<file path="src/rtl/condicionador_botoes.sv">
// Debounces 7 game buttons plus start: 2-FF sync, per-input counter, rising-edge pulses and play decode.
// Optional CONDICIONADOR_BLOQUEIO_EN: lock tem_jogada/multipla after a play until all buttons are released.
module condicionador_botoes #(
  parameter int DEBOUNCE_CYCLES = 50000
) (
  input  logic       clock,
  input  logic       reset,
  input  logic [6:0] botoes_raw,
  input  logic       iniciar_raw,
  output logic [6:0] botoes,
  output logic [6:0] botoes_pulso,
  output logic       iniciar_pulso,
  output logic       tem_jogada,
  output logic [2:0] codigo,
  output logic       multipla
);

  localparam int CW = $clog2(DEBOUNCE_CYCLES);
  localparam logic [CW-1:0] CNT_MAX = CW'(DEBOUNCE_CYCLES - 1);

  logic [7:0]    raw_all;
  logic [7:0]    sync1, sync2, nivel;
  logic [CW-1:0] cnt [8];
  logic [7:0]    aceita, sobe;
  logic [3:0]    qtd;
  logic [2:0]    idx;
  logic          um, varios;
  logic          bloqueado;

  // Bit 7 is the start button; it shares the debouncer but not the play decode.
  assign raw_all = {iniciar_raw, botoes_raw};

  always_comb begin
    aceita = '0;
    sobe   = '0;
    for (int i = 0; i < 8; i++) begin
      aceita[i] = (sync2[i] != nivel[i]) && (cnt[i] == CNT_MAX);
      sobe[i]   = aceita[i] && sync2[i];
    end
  end

  always_ff @(posedge clock or posedge reset) begin
    if (reset) begin
      sync1 <= '0;
      sync2 <= '0;
      nivel <= '0;
      for (int i = 0; i < 8; i++) cnt[i] <= '0;
    end else begin
      sync1 <= raw_all;
      sync2 <= sync1;
      for (int i = 0; i < 8; i++) begin
        if (sync2[i] == nivel[i]) begin
          cnt[i] <= '0;
        end else if (aceita[i]) begin
          nivel[i] <= sync2[i];
          cnt[i]   <= '0;
        end else begin
          cnt[i] <= cnt[i] + 1'b1;
        end
      end
    end
  end

  always_comb begin
    qtd = '0;
    idx = '0;
    for (int i = 0; i < 7; i++) begin
      qtd = qtd + 4'(sobe[i]);
      if (sobe[i]) idx = 3'(i);
    end
    um     = (qtd == 4'd1);
    varios = (qtd > 4'd1);
  end

`ifdef CONDICIONADOR_BLOQUEIO_EN
  logic trava;

  // Setting wins: a play cycle can never coincide with all buttons released.
  always_ff @(posedge clock or posedge reset) begin
    if (reset)                        trava <= 1'b0;
    else if (tem_jogada || multipla)  trava <= 1'b1;
    else if (botoes == 7'd0)          trava <= 1'b0;
  end

  assign bloqueado = trava;
`else
  assign bloqueado = 1'b0;
`endif

  always_ff @(posedge clock or posedge reset) begin
    if (reset) begin
      botoes_pulso  <= '0;
      iniciar_pulso <= 1'b0;
      tem_jogada    <= 1'b0;
      codigo        <= '0;
      multipla      <= 1'b0;
    end else begin
      botoes_pulso  <= sobe[6:0];
      iniciar_pulso <= sobe[7];
      tem_jogada    <= um && !bloqueado;
      codigo        <= (um && !bloqueado) ? idx : 3'd0;
      multipla      <= varios && !bloqueado;
    end
  end

  assign botoes = nivel[6:0];

endmodule

</file>
<file path="config.mk">
export PLATFORM = sky130hd
export DESIGN_NAME = condicionador_botoes
export DESIGN_NICKNAME = d
export VERILOG_FILES = /design/src/rtl/condicionador_botoes.sv
export SDC_FILE = /design/constraint.sdc
export NUM_CORES = 1
export LEC_CHECK = 0
export ABC_AREA = 1
export CELL_PAD_IN_SITES_DETAIL_PLACEMENT = 0
export CELL_PAD_IN_SITES_GLOBAL_PLACEMENT = 1
export CORE_ASPECT_RATIO = 0.9
export CORE_UTILIZATION = 51
export CTS_CLUSTER_SIZE = 14
export DETAILED_ROUTE_END_ITERATION = 12
export PLACE_DENSITY = 0.84
export SLEW_MARGIN = 30
export SYNTH_ARGS = -nofsm -noshare
export SYNTH_HDL_FRONTEND = slang
export SYNTH_SLANG_ARGS = --single-unit
</file>
<file path="constraint.sdc">
create_clock -name clock -period 8.3 [get_ports clock]
set_input_delay 1.66 -clock clock [delete_from_list [all_inputs] [get_ports clock]]
set_output_delay 1.66 -clock clock [all_outputs]
set_load 0.02 [all_outputs]
</file>
==> impl_metrics.sql, run 1 <==
INSERT INTO impl_metrics (metric_group, metric, value, unit) VALUES
('pwr', 'power_leakage', '4.54', 'nW'),
('routing', 'num_vias', '6057', ''),
('critical_path', 'worst-path-max-fanout', '5', ''),
('yosys', 'synth.distinct_cells', '45', ''),
('yosys', 'yosysWarnings', '0', ''),
('sta', 'slew_violations', '0', ''),
('grt', 'vias_in_the_first_global_route', '5696', ''),
('routing', 'drt_iter0_markers', '296', ''),
('yosys', 'synth.net_count', '992', ''),
('grt', 'global_route_wire_length_before_repair', '26600', 'um'),
('yosys', 'synth-edff-count', '0', ''),
('critical_path', 'r2r.worst_path.cells', '14', ''),
('yosys', 'synth_top_flop_cell', 'sky130_fd_sc_hd__dfrtp_1', ''),
('cts', 'cts.htree.levels', '4', ''),
('grt', 'grt_max_degree', '91', ''),
('sta', 'final_setup_tns', '0', 'ns'),
('cts', 'clk_transition_reported_paths', '0.06', 'ns'),
('sta', 'min_period', '3.84', 'ns'),
('yosys', 'commonest_cells_post_synth', 'sky130_fd_sc_hd__nand2_1, sky130_fd_sc_hd__dfrtp_1, sky130_fd_sc_hd__inv_1', ''),
('grt', 'grt_usage', '20.4', '%'),
('cells_and_area', 'seqCellArea', '0.00413', 'sq mm'),
('yosys', 'postSynthRegisterBits', '165', ''),
('place', 'dp_hpwl', '10900', 'um'),
('yosys', 'synth-seq-area-share', '49.9', '%'),
('cts', 'post_cts.repair.setup_buffers', '0', ''),
('place', 'number_of_buffers_inserted_by_port_buffering', '29', ''),
('floorplan', 'placeableCoreArea', '0.0156', 'sq mm'),
('cells_and_area', 'fill_cells', '1386', ''),
('cells_and_area', 'layout-drive-gt1-share', '11.8', '%'),
('critical_path', 'start_kind', 'flop', ''),
('floorplan', 'die_w', '136', 'um'),
('cts', 'cts_sinks', '165', ''),
('floorplan', 'die_h', '123', 'um'),
('yosys', 'synth_top_area_cell', 'sky130_fd_sc_hd__dfrtp_1', ''),
('cts', 'clock_latency_of_the_later_clocked_register_in_the_worst_skew_pair', '0.43', 'ns'),
('yosys', 'netlist_instances', '970', ''),
('sta', 'setup_repair_after_global_routing_missed_its_margin', 'no', ''),
('critical_path', 'path_class', 'reg -> reg', ''),
('cells_and_area', 'multiInputGateArea', '0.00346', 'sq mm'),
('cts', 'clock_tree_from_tritoncts', 'done', ''),
('routing', 'drt_wl_total', '15100', 'um'),
('place', 'place_congestion', '0.814', ''),
('critical_path', 'rrSetupSlack', '4.46', 'ns'),
('routing', 'detail_route.wl_per_cell', '12.3', 'um'),
('run', 'cap_viol_max_count', '0', ''),
('routing', 'via_per_inst', '4.94', ''),
('min_path', 'holdPathStages', '0', ''),
('sta', 'finalClockSkew', '0.0148', 'ns'),
('yosys', 'synthesis.area', '0.00827', 'sq mm'),
('cts', 'cts_hold_buf', '0', ''),
('routing', 'drt_pre_antenna_iters', '5', ''),
('min_path', 'timing.hold.worst_endpoint', 'sync2[1]', ''),
('sta', 'fin_crit_sh', '46.3', '%'),
('critical_path', 'worst_r2r_startpoint', 'cnt[64]', ''),
('pwr', 'power.density_cell_area', '178', 'mW/mm^2'),
('critical_path', 'worstPathRequired', '8.62', 'ns'),
('run_status', 'run_status', 'finished, final reports clean', ''),
('yosys', 'postSynthAreaPerCell', '8.52', 'sq um'),
('critical_path', 'critPathArrivalTime', '4.16', 'ns'),
('sta', 'setup_viol_count_final', '0', ''),
('floorplan', 'fp.dieArea', '0.0167', 'sq mm'),
('cells_and_area', 'final_net_count', '1032', ''),
('min_path', 'worst_hold_path_type', 'reg -> reg', ''),
('cts', 'post_cts_resize_count', '0', ''),
('yosys', 'yosysTopAreaCellShare', '49.9', '%'),
('cts', 'clk_root_buffer_cell', 'sky130_fd_sc_hd__clkbuf_16', ''),
('sta', 'finalHoldViolCount', '0', ''),
('routing', 'drt_drc_violations_left', '0', ''),
('sta', 'worstMarginPinSlew', '0.853', 'ns'),
('sta', 'timing.fmax', '260', 'MHz'),
('min_path', 'worstHoldStart', 'sync1[1]', '');
[sequential cells by signal, indices dropped and copies added (netlist names)]
signal and flops:
sync1 8, nivel 8, tem_jogada 1, multipla 1
codigo 3, botoes_pulso 7, sync2 8, iniciar_pulso 1
cnt 128
[kinds of logic after synthesis]
kind of cell,after synthesis,synth area share (%)
AND/OR/NAND/NOR,497,29.9
buffers and inverters,173,8.26
flip-flops,165,49.9
AO/OA/AOI/OAI,95,6.58
XOR/XNOR,28,3.15
adder cells (fa/ha/maj),12,2.18
[worst max-delay path, cell delays in order, from the launching register on]
cell,delay [ns]
sky130_fd_sc_hd__dfrtp_1,0.40
sky130_fd_sc_hd__ha_1,0.23
sky130_fd_sc_hd__nand3_1,0.15
sky130_fd_sc_hd__nor2_1,0.08
sky130_fd_sc_hd__nand4_1,0.17
sky130_fd_sc_hd__inv_1,0.10
sky130_fd_sc_hd__fa_1,0.52
sky130_fd_sc_hd__inv_1,0.05
sky130_fd_sc_hd__fa_1,0.47
sky130_fd_sc_hd__inv_1,0.05
sky130_fd_sc_hd__fa_1,0.37
sky130_fd_sc_hd__fa_1,0.46
sky130_fd_sc_hd__nor3_1,0.46
sky130_fd_sc_hd__or2_2,0.20
sky130_fd_sc_hd__inv_1,0.03
[layout by cell type, fill, tap and decap left out, types with 6 or more instances in the layout]
| cell type | Yosys | final |
|---|---|---|
| sky130_fd_sc_hd__dfrtp_1 | 165 | 165 |
| sky130_fd_sc_hd__clkbuf_16 | 0 | 17 |
| sky130_fd_sc_hd__nand3_2 | 13 | 13 |
| sky130_fd_sc_hd__nand2_2 | 14 | 14 |
| sky130_fd_sc_hd__nor4_1 | 6 | 6 |
| sky130_fd_sc_hd__clkdlybuf4s50_1 | 0 | 29 |
| sky130_fd_sc_hd__nand2_1 | 173 | 173 |
| sky130_fd_sc_hd__nand4_1 | 22 | 22 |
| sky130_fd_sc_hd__nor3b_1 | 11 | 11 |
| sky130_fd_sc_hd__nor3_1 | 29 | 29 |
| sky130_fd_sc_hd__xor2_1 | 23 | 23 |
| sky130_fd_sc_hd__nor2_1 | 123 | 123 |
| sky130_fd_sc_hd__inv_1 | 158 | 157 |
| sky130_fd_sc_hd__o21ai_1 | 10 | 10 |
| sky130_fd_sc_hd__nor3_2 | 9 | 9 |
| sky130_fd_sc_hd__ha_1 | 8 | 8 |
| sky130_fd_sc_hd__or2_2 | 9 | 9 |
| sky130_fd_sc_hd__inv_2 | 6 | 6 |
| sky130_fd_sc_hd__nand3_1 | 49 | 49 |
| sky130_fd_sc_hd__nor2_2 | 16 | 16 |
| sky130_fd_sc_hd__o21ai_0 | 35 | 35 |
| sky130_fd_sc_hd__a21oi_1 | 25 | 25 |
[worst max path at each step]
stage | startpoint | end | cells after the start
floorplan | reset | botoes_pulso[0] | 1
global placement | reset | cnt[74] | 3
detailed placement | reset | cnt[75] | 3
CTS | cnt[64] | multipla | 14
global route | cnt[64] | codigo[0] | 14
finish | cnt[64] | multipla | 14
[layer usage]
metal | global-route usage, % | up-vias | wire length (um)
met5 | 0 | - | 0
met2 | 30.5 | 80 | 6770
met1 | 29.3 | 2796 | 7680
met4 | 4.79 | 0 | 71
met3 | 5.66 | 8 | 595
li1 | - | 3173 | -
[stage by stage]
step / worst slack, ns / hold WS (ns) / util, % / std cells / total power (W)
2_1_floorplan: 2.18 / 0.331 / - / 970 / 0.000882
4_1_cts: 4.43 / 0.352 / 59.8 / 1225 / 0.00168
6_report: 4.46 / 0.349 / 59.9 / 1225 / 0.00166
3_3_place_gp: 4.52 / 0.333 / 56.1 / 1193 / 0.000900
5_1_grt: 4.17 / 0.363 / 59.9 / 1225 / 0.00173
3_5_place_dp: 4.49 / 0.338 / 56.1 / 1193 / 0.000901
[final cells by class]
cell class	count	area share [%]
multi-input combinational	632	37.0
timing repair buffer	30	3.23
inverter	164	6.64
sequential	165	44.2
clock inverter	14	1.63
tap	202	2.71
clock buffer	18	4.59
[power by group]
| group | internal [W] | total (W) | switching, W |
|---|---|---|---|
| sequential | 0.000817 | 0.000828 | 0.0000102 |
| clock | 0.000446 | 0.000774 | 0.000328 |
| combinational | 0.0000163 | 0.0000564 | 0.0000401 |
| total | 0.00128 | 0.00166 | 0.000378 |
(Power assumes the default switching activity.)
==> run 2: changes to the inputs <==
--- a/config.mk
+++ b/config.mk
@@ -9,10 +9,10 @@
 export CELL_PAD_IN_SITES_DETAIL_PLACEMENT = 0
 export CELL_PAD_IN_SITES_GLOBAL_PLACEMENT = 1
 export CORE_ASPECT_RATIO = 0.9
-export CORE_UTILIZATION = 51
+export CORE_UTILIZATION = 42
 export CTS_CLUSTER_SIZE = 14
 export DETAILED_ROUTE_END_ITERATION = 12
-export PLACE_DENSITY = 0.84
+export PLACE_DENSITY = 0.73
 export SLEW_MARGIN = 30
 export SYNTH_ARGS = -nofsm -noshare
 export SYNTH_HDL_FRONTEND = slang
==> constraint.sdc (replaced) <==
create_clock -name clock -period 3.1 [get_ports clock]
set_input_delay 0.62 -clock clock [delete_from_list [all_inputs] [get_ports clock]]
set_output_delay 0.62 -clock clock [all_outputs]
set_load 0.02 [all_outputs]
==> run 2 against run 1 <==
  * The run now ends with negative setup slack left
  * Global-route usage down 2.1 points
  * Maximum frequency up 17%
  * Setup slack worse by 4.7 ns
  * Sequential power rose to 2.7 times the previous value
  * Wire length up 12%
  * Sequential share of layout area down 4.5 points
  * Power rose to 2.6 times the previous value
  * Die area up 21%
  * First-iteration DRC count down 11%
  * Largest cell class unchanged
  * Largest power group unchanged
  * Highest routed layer unchanged
==> impl_metrics.sql, run 2 (synthesized netlist as in run 1, its figures left out) <==
INSERT INTO impl_metrics (metric_group, metric, value, unit) VALUES
('cells_and_area', 'top_register', 'cnt', ''),
('cts', 'clock_tree_from_tritoncts', 'done', ''),
('run_status', 'run_status', 'finished with violations', ''),
('critical_path', 'start_kind', 'flop', ''),
('cts', 'number_of_buffers_inserted_during_clock_tree_synthesis', '17', ''),
('pwr', 'vdd_ir_drop_max', '351', 'uV'),
('place', 'placement.cell_area', '0.00960', 'sq mm'),
('cells_and_area', 'n_antenna_cell', '0', ''),
('cells_and_area', 'final_area', '0.0104', 'sq mm'),
('sta', 'fin_crit_sh', '106', '%'),
('critical_path', 'worstPathRequired', '3.46', 'ns'),
('sta', 'finalHoldViolCount', '0', ''),
('sta', 'finalClockSkew', '0.00932', 'ns'),
('grt', 'global_route_wire_length_before_repair', '29200', 'um'),
('cells_and_area', 'finish.utilization', '54.2', '%'),
('cts', 'cts-root-to-sink-buffers', '2', ''),
('cts', 'cts_hold_buf', '0', ''),
('cells_and_area', 'final_net_count', '1154', ''),
('cells_and_area', 'flip_flop_count_of_the_largest_register_all_copies_and_words_added', '128', ''),
('place', 'dp_worst_setup_slack', '-0.276', 'ns'),
('critical_path', 'crit_path_max_incr_delay', '0.57', 'ns'),
('critical_path', 'critical-path-slowest-cell', 'sky130_fd_sc_hd__fa_2', ''),
('sta', 'min_period', '3.30', 'ns'),
('sta', 'postLayoutSetupSlackWorst', '-0.197', 'ns'),
('grt', 'vias_in_the_first_global_route', '6204', ''),
('critical_path', 'worstPathCellList', 'ha_2, nand3_4, nor2_4, nand4_1, inv_2, fa_1, inv_1, fa_1, inv_2, fa_2, fa_2, nor3_4, or2_4, inv_2', ''),
('floorplan', 'die_h', '135', 'um'),
('critical_path', 'worst_path_most_repeated_cell', 'sky130_fd_sc_hd__inv_2', ''),
('sta', 'timing.fmax', '303', 'MHz'),
('min_path', 'worst_hold_path_type', 'reg -> reg', ''),
('floorplan', 'num_rows', '48', ''),
('routing', 'drt_drc_violations_left', '0', ''),
('cts', 'clk_transition_reported_paths', '0.07', 'ns'),
('floorplan', 'placeableCoreArea', '0.0192', 'sq mm'),
('critical_path', 'worst-path-max-fanout', '5', ''),
('cells_and_area', 'layout_common_cells', 'sky130_fd_sc_hd__nand2_1, sky130_fd_sc_hd__dfrtp_1, sky130_fd_sc_hd__inv_1', ''),
('run_status', 'violations_in_the_final_reports', 'negative setup slack', ''),
('run', 'cap_viol_max_count', '0', ''),
('cells_and_area', 'area_growth', '25.9', '%'),
('sta', 'setup_repair_after_global_routing_missed_its_margin', 'yes', ''),
('cells_and_area', 'fill_cells', '1770', ''),
('cts', 'cts.htree.levels', '4', ''),
('floorplan', 'fp.dieArea', '0.0203', 'sq mm'),
('critical_path', 'critPathArrivalTime', '3.66', 'ns'),
('critical_path', 'path_class', 'reg -> reg', ''),
('pwr', 'design_power_total', '0.00439', 'W'),
('floorplan', 'die_w', '150', 'um'),
('min_path', 'holdPathStages', '0', ''),
('grt', 'overflow', '0', ''),
('routing', 'drt_pre_antenna_iters', '5', ''),
('cts', 'clock_latency_of_the_later_clocked_register_in_the_worst_skew_pair', '0.42', 'ns'),
('grt', 'grt_antenna_before_repair', '0', ''),
('grt', 'grt_usage', '18.3', '%'),
('floorplan', 'floorplan.initialDensity', '43.0', '%'),
('sta', 'slew_headroom', '44.8', '%'),
('critical_path', 'endpoint_kind', 'flop', ''),
('place', 'number_of_buffers_inserted_by_port_buffering', '29', ''),
('sta', 'slew_violations', '0', ''),
('routing', 'final_antenna_net_count', '0', ''),
('grt', 'grt_max_degree', '44', ''),
('sta', 'worstMarginPinSlew', '0.827', 'ns'),
('routing', 'drt_iter0_markers', '264', ''),
('pwr', 'power_leakage', '5.11', 'nW'),
('routing', 'via_per_inst', '4.66', ''),
('pwr', 'power.density_cell_area', '422', 'mW/mm^2'),
('sta', 'setup_viol_count_final', '5', ''),
('floorplan', 'design.portCount', '30', ''),
('cells_and_area', 'layout-drive-gt1-share', '22.9', '%'),
('routing', 'drt_wl_total', '16900', 'um'),
('cells_and_area', 'layout.cells.most_common', 'sky130_fd_sc_hd__nand2_1', ''),
('place', 'dp_hpwl', '12200', 'um'),
('cts', 'clk_root_buffer_cell', 'sky130_fd_sc_hd__clkbuf_16', ''),
('critical_path', 'r2r.worst_path.cells', '14', ''),
('routing', 'detail_route.wl_per_cell', '12.1', 'um'),
('routing', 'num_vias', '6494', ''),
('place', 'place_congestion', '0.817', ''),
('cts', 'cts_sinks', '165', '');
-- run 2: changes by cell type in the layout (fill, tap and decap cells not counted), sizes merged --
cell	change
bufinv	-1
buf	+122
clkinv	-3
clkbuf	+4
clkinvlp	+4
inv	-5
-- run 2: routing by layer --
layer / part of all wire, % / routed length, um / global-route usage (%)
met2: 45 / 7640 / 28.3
met5: 0 / 0 / 0
met3: 2.2 / 368 / 3.82
met1: 52 / 8690 / 25.9
met4: 0.98 / 165 / 5.22
-- run 2: path summary, 6_finish.rpt --
| kind | end | from | slack [ns] |
|---|---|---|---|
| hold reg to reg | sync2[5] | sync1[5] | 0.35 |
| setup reg to reg | multipla | cnt[65] | -0.20 |
| hold / removal | sync2[5] | sync1[5] | 0.35 |
| min in group asynchronous | sync1[4] | reset | 0.65 |
| max in group asynchronous | nivel[4] | reset | 1.73 |
| setup / recovery | multipla | cnt[65] | -0.20 |
-- run 2: stage by stage --
step	TNS [ns]	hold WS, ns	std cells
6_report	-0.641	0.349	1394
5_1_grt	-1.21	0.357	1394
4_1_cts	-0.662	0.350	1388
3_5_place_dp	-1.16	0.335	1337
3_3_place_gp	-0.944	0.337	1337
2_1_floorplan	-0.444	0.331	970
-- run 2: power by group --
part	total, W	internal [W]	switching (W)
sequential	0.00221	0.00219	0.0000240
combinational	0.000200	0.0000761	0.000123
clock	0.00198	0.00114	0.000840
-- run 2: critical path, delay by kind of cell, from the launching register on --
family | cells | cell delay, ns
fa+ha+maj | 5 | 2.10
buf+inv | 4 | 0.21
flops | 1 | 0.39
simple gates | 5 | 0.54
-- run 2: layout make-up --
type	instances	area (sq um)	area share [%]
clock buffers	22	464	4.46
clock inverters	9	80.1	0.769
inverters	164	619	5.95
multi-input cells	632	3550	34.1
flip-flops and latches	165	4130	39.7
well taps	250	313	3.01
repair buffers	152	1250	12.0
-- run 2: timing repair --
action                                  4_1_cts  5_1_grt
setup buffers                                20        8
pin swaps                                     4        4
endpoints found under the setup margin        5        6
gates resized for setup                       6       15
